$ cat config.mk
export PLATFORM = sky130hd
export DESIGN_NAME = led_seq_ctrl
export DESIGN_NICKNAME = d
export VERILOG_FILES = /design/src/rtl/led_seq_ctrl.sv
export SDC_FILE = /design/constraint.sdc
export NUM_CORES = 1
export LEC_CHECK = 0
export BUFFER_PORTS_ARGS = -buffer_cell sky130_fd_sc_hd__buf_2
export CAP_MARGIN = 20
export CORE_MARGIN = 2
export CORE_UTILIZATION = 39
export CTS_CLUSTER_DIAMETER = 120
export CTS_CLUSTER_SIZE = 28
export DETAILED_ROUTE_END_ITERATION = 8
export SLEW_MARGIN = 20
export SYNTH_ARGS = -nofsm -noshare
export SYNTH_HDL_FRONTEND = slang
export SYNTH_SLANG_ARGS = --single-unit
$ cat constraint.sdc
create_clock -name CLK -period 2.4 [get_ports CLK]
set_input_delay 0.36 -clock CLK [delete_from_list [all_inputs] [get_ports CLK]]
set_output_delay 0.36 -clock CLK [all_outputs]
set_load 0.03 [all_outputs]
$ cat src/rtl/led_seq_ctrl.sv
// LED bank sequencer: a step time-base drives an OFF/RUN/BLINK/BOUNCE pattern engine.
// Mode changes use a req/ack handshake and are applied only on step boundaries.
module led_seq_ctrl #(
  parameter int CLK_HZ  = 50_000_000,
  parameter int STEP_MS = 100,
  parameter int N_LED   = 4,
  parameter int CNT_W   = 23
) (
  input  logic             CLK,
  input  logic             RSTn,
  input  logic             Mode_Req,
  input  logic [1:0]       Mode_Sel,
  input  logic             Pause,
  output logic             Mode_Ack,
  output logic [1:0]       Cur_Mode,
  output logic             Step_Tick,
  output logic [N_LED-1:0] LED_Out
);

  // Mode request handshake:
  //   Mode_Req is a level held by the requester until Mode_Ack. While no request is
  //   pending, Mode_Req=1 latches Mode_Sel; later Mode_Sel changes are ignored until the
  //   latched mode is applied at the next step boundary, where Mode_Ack pulses for one
  //   cycle. Latching is blocked during the Ack cycle, so a Mode_Req still high there is
  //   only re-latched on the following cycle (the requester normally drops it on Ack).

  localparam int STEP_CYC = CLK_HZ / 1000 * STEP_MS;
  localparam int POS_W    = (N_LED > 1) ? $clog2(N_LED) : 1;

  localparam logic [CNT_W-1:0] CNT_MAX = CNT_W'(STEP_CYC - 1);
  localparam logic [CNT_W-1:0] CNT_QTR = CNT_W'(STEP_CYC / 4);
  localparam logic [POS_W-1:0] POS_MAX = POS_W'(N_LED - 1);
  localparam logic [POS_W-1:0] POS_ONE = POS_W'(1);

  typedef enum logic [1:0] {
    M_OFF    = 2'd0,
    M_RUN    = 2'd1,
    M_BLINK  = 2'd2,
    M_BOUNCE = 2'd3
  } mode_t;

  localparam logic DIR_UP   = 1'b0;
  localparam logic DIR_DOWN = 1'b1;

  mode_t            state_q, state_d;
  mode_t            pend_mode_q, pend_mode_d;
  logic             pend_q, pend_d;
  logic [CNT_W-1:0] cnt_q, cnt_d;
  logic [POS_W-1:0] pos_q, pos_d;
  logic             dir_q, dir_d;
  logic             ack_q, ack_d;
  logic             tick_q, tick_d;
  logic [N_LED-1:0] led_q, led_d;

  logic             wrap;
  logic             apply;

  // A boundary only exists when the time-base actually wraps; Pause suppresses it.
  assign wrap  = !Pause && (cnt_q == CNT_MAX);
  assign apply = wrap && pend_q;

  always_ff @(posedge CLK or negedge RSTn) begin
    if (!RSTn) begin
      state_q     <= M_OFF;
      pend_mode_q <= M_OFF;
      pend_q      <= 1'b0;
      cnt_q       <= '0;
      pos_q       <= '0;
      dir_q       <= DIR_UP;
      ack_q       <= 1'b0;
      tick_q      <= 1'b0;
      led_q       <= '0;
    end else begin
      state_q     <= state_d;
      pend_mode_q <= pend_mode_d;
      pend_q      <= pend_d;
      cnt_q       <= cnt_d;
      pos_q       <= pos_d;
      dir_q       <= dir_d;
      ack_q       <= ack_d;
      tick_q      <= tick_d;
      led_q       <= led_d;
    end
  end

  // Time-base
  always_comb begin
    cnt_d  = cnt_q;
    tick_d = wrap;
    if (!Pause) begin
      cnt_d = (cnt_q == CNT_MAX) ? '0 : cnt_q + CNT_W'(1);
    end
  end

  // Request capture
  always_comb begin
    pend_d      = pend_q;
    pend_mode_d = pend_mode_q;
    ack_d       = apply;
    if (apply) begin
      pend_d = 1'b0;
    end else if (Mode_Req && !pend_q && !ack_q) begin
      pend_d      = 1'b1;
      pend_mode_d = mode_t'(Mode_Sel);
    end
  end

  // Mode FSM and pattern position; a pending mode change takes the boundary.
  always_comb begin
    state_d = state_q;
    pos_d   = pos_q;
    dir_d   = dir_q;
    if (apply) begin
      state_d = pend_mode_q;
      pos_d   = '0;
      dir_d   = DIR_UP;
    end else if (wrap) begin
      case (state_q)
        M_RUN: begin
          pos_d = (pos_q == POS_MAX) ? '0 : pos_q + POS_ONE;
        end
        M_BOUNCE: begin
          if (dir_q == DIR_UP) begin
            if (pos_q == POS_MAX) begin
              pos_d = pos_q - POS_ONE;
              dir_d = DIR_DOWN;
            end else begin
              pos_d = pos_q + POS_ONE;
            end
          end else begin
            if (pos_q == '0) begin
              pos_d = pos_q + POS_ONE;
              dir_d = DIR_UP;
            end else begin
              pos_d = pos_q - POS_ONE;
            end
          end
        end
        default: begin
          pos_d = pos_q;
        end
      endcase
    end
  end

  // LED drive is registered from the current state, so it trails pos/Cnt by one cycle.
  always_comb begin
    led_d = led_q;
    if (!Pause) begin
      case (state_q)
        M_OFF:    led_d = '0;
        M_RUN:    led_d = N_LED'(1) << pos_q;
        M_BLINK:  led_d = (cnt_q < CNT_QTR) ? '1 : '0;
        M_BOUNCE: led_d = N_LED'(1) << pos_q;
        default:  led_d = '0;
      endcase
    end
  end

  assign Mode_Ack  = ack_q;
  assign Cur_Mode  = state_q;
  assign Step_Tick = tick_q;
  assign LED_Out   = led_q;

endmodule

==> metrics.csv <==
stage,metric,value,unit
outcome,outcome,"finished, final reports clean",
sta,Clock Skews,0.00620,ns
power,cell area power density,635,nW/um2
global_routing,Total GRT Usage,16.1,%
sta,fin. max-slew vios,0,
power,Flop pwr share,56.0,%
flow_run,Max-Cap Viols,0,
power,Comb power frac,13.6,%
yosys,Synth Flop Type,dfrtp_1,
yosys,synthesis-stage register bit count,37,
critical_path,r2r startpoint,cnt_q[0],
critical_path,worst flop-to-flop path endpoint,pend_q,
yosys,sequential area share after synthesis,46.7,%
sta,setup TNS,0,ns
critical_path,"Req. time, crit path",2.58,ns
detailed_routing,DR vias,1501,
detailed_routing,WL final,4.07,mm
clock_network,CTS root buffer,clkbuf_8,
detailed_routing,drt pass-1 iters,4,
yosys,Post-Synthesis Cells,195,
critical_path,"Max FO, Critical Path",8,
placed_design,PortBufs,13,
final_layout,layout cells sized above 1,20.0,%
global_routing,vias in the first global route,1369,
power,sw frac,28.4,%
power,Tot Pwr,0.00142,W
clock_network,H-tree depth,2,
yosys,Yosys top cell by area,dfrtp_1,
sta,RSZ-0062 raised after global routing,false,
yosys,"Avg Cell Area, Syn",10.2,um2
clock_network,Sink Count,37,
sta,Final min period,2.19,ns
critical_path,CP Class,flop to flop,
clock_network,clock tree buffer depth,2,
sta,# setup viols final,0,
yosys,number of library cell types mapped by synthesis,44,
global_routing,global route overflow,0,
floorplan,row cnt,25,
detailed_routing,Wirelength per Cell,14.4,um
power,Internal,0.00102,W
clock_network,"Setup Fix Bufs, Post-CTS",0,
clock_network,Clock transition at path regs,0.07,ns
yosys,Yosys warnings,0,
sta,normalized max-slew margin,45.0,%
yosys,Mapped Nets,207,
critical_path,Startpoint Class,flop,
yosys,synthesized cell area,1980,um2
yosys,Synth top cells by count,"37 x dfrtp_1, 18 x nand2_1, 16 x nor2_1, 14 x nand3_1, 11 x xnor2_1",
floorplan,die height,75.3,um
clock_network,Worst-Skew Late Latency,0.29,ns
sta,Tcrit/Tclk final,91.1,%
critical_path,reg2reg setup slack,0.21,ns
power,P_leak,0.974,nW
sta,Worst Tran Pin Value,0.825,ns
detailed_routing,vias per inst,5.32,
critical_path,Setup crit end kind,flop,
yosys,Yosys top cell area share,46.7,%
detailed_routing,ANT nets after route,0,
final_layout,Layout area overhead,13.0,%
sta,hold slack,0.166,ns
hold_path,hold crit path type,input port to asynchronous set/reset pin,
placed_design,gpl congestion,0.868,
detailed_routing,DRT iter0 DRCs,75,
clock_network,total CTS buffers,5,
power,switching power,0.000403,W
final_layout,fin util,46.4,%
sta,f_max,0.457,GHz
power,clock power share,30.3,%
yosys,Post-synth EDFFs,0,
floorplan,Initial Utilization,41.1,%
floorplan,I/O Pins,14,
global_routing,pin count of the biggest net entering global routing,38,
floorplan,Die Wd,75.3,um
clock_network,post-CTS sizing,0,
yosys,ys async rst share,100,%
sta,Final Hold Vio Count,0,
floorplan,die area,5660,um2
yosys,top-count cell post-synth,dfrtp_1,
critical_path,CP arrival,2.36,ns
critical_path,cell count of the worst reg-to-reg path,5,
final_layout,n_diodes,0,
global_routing,first-pass GRT wire length,6.71,mm
placed_design,Final HPWL DP,2.92,mm
detailed_routing,Residual DRC,0,
final_layout,Nets,227,
global_routing,initial antenna violation count,0,
clock_network,CTS tree,built,
clock_network,CTS Hold Bufs,0,
yosys,ranking of synthesized cells by area,"dfrtp_1 47%, xnor2_1 4.9%, ha_1 3.8%",
power,worst ir drop on vdd,0.185,mV
floorplan,Core ar.,4820,um2
[critical path: stages (launching register included)]
cell     delay, ns
dfrtp_1       0.45
ha_1          0.22
nand2_1       0.14
or4_4         0.61
or4_4         0.46
a21o_1        0.19
[cells in the final DEF (no fill, tap or decap), types with 2 or more instances in the layout]
cell        n
nand4b_1    2
xnor2_1    11
or2_2       3
o211ai_1    6
dfrtp_1    37
nor3_1      5
nand4_1     6
nand3b_1    2
o2111ai_1   2
nand2_1    18
nor2_1     16
or4_4       2
or4_1       3
nand3_1    14
mux2_2      4
nor3b_1     3
o21ai_0     6
inv_1       5
mux2i_1     2
clkbuf_8    6
buf_2      13
nor4_1      4
buf_4       8
ha_1        6
a21oi_1     5
xor2_1      7
[flip-flops by register name (all words and copies together) (netlist names)]
register     count
Mode_Ack         1
pos_q            2
cnt_q           23
dir_q            1
Cur_Mode         2
LED_Out          4
pend_q           1
pend_mode_q      2
Step_Tick        1
[cells by family (layout without fill, tap and decap cells)]
family                     count (synthesis)  count (layout)  synth area share (%)
and+or+nand+nor                           88              88                  26.0
adders and majority gates                  6               6                  3.79
DFF                                       37              37                  46.7
buffers and inverters                     13              33                  2.91
AOI/OAI and AO/OA                         27              27                  9.35
xor gates and xnor gates                  18              18                  7.96
muxes                                      6               6                  3.28
[routing by layer]
| layer | global-route usage [%] | up-vias | part of all wire (%) |
|---|---|---|---|
| met2 | 24.1 | 24 | 44 |
| met1 | 22.1 | 727 | 50 |
| met3 | 4.42 | 9 | 3.8 |
| li1 | - | 741 | - |
| met5 | 0 | - | 0 |
| met4 | 6.43 | 0 | 1.9 |
[area by class of cell]
cell class              instances  area, um2
repair buffers                 21        125
clock buffers                   7       86.3
fillers                       487       2580
flip-flops and latches         37        926
inverters                       5       18.8
multi-input cells             145        997
well taps                      67       83.8
[how the worst max path moves through the flow]
stage	startpoint	to	depth (start not counted)
6_report	cnt_q[0]	pend_q	5
5_1_grt	cnt_q[0]	pend_q	5
4_1_cts	cnt_q[0]	pend_q	5
3_5_place_dp	cnt_q[0]	pend_q	5
3_3_place_gp	cnt_q[0]	pend_q	5
2_1_floorplan	cnt_q[0]	pend_q	6
[power groups by stage]
stage	logic (W)	registers, W	clock network (W)
2_1_floorplan	0.000142	0.000787	0
3_3_place_gp	0.000191	0.000802	0
3_5_place_dp	0.000197	0.000805	0
4_1_cts	0.000198	0.000795	0.000446
5_1_grt	0.000219	0.000808	0.000477
6_report	0.000194	0.000796	0.000431
[stage by stage]
| stage | setup WS, ns | std cells | cell area, um2 |
|---|---|---|---|
| 6_report | 0.213 | 282 | 2240 |
| 5_1_grt | 0.154 | 282 | 2240 |
| 4_1_cts | 0.230 | 282 | 2240 |
| 3_5_place_dp | 0.244 | 275 | 2150 |
| 3_3_place_gp | 0.291 | 275 | 2150 |
| 2_1_floorplan | 0.309 | 195 | 1980 |
(Power assumes the default switching activity.)
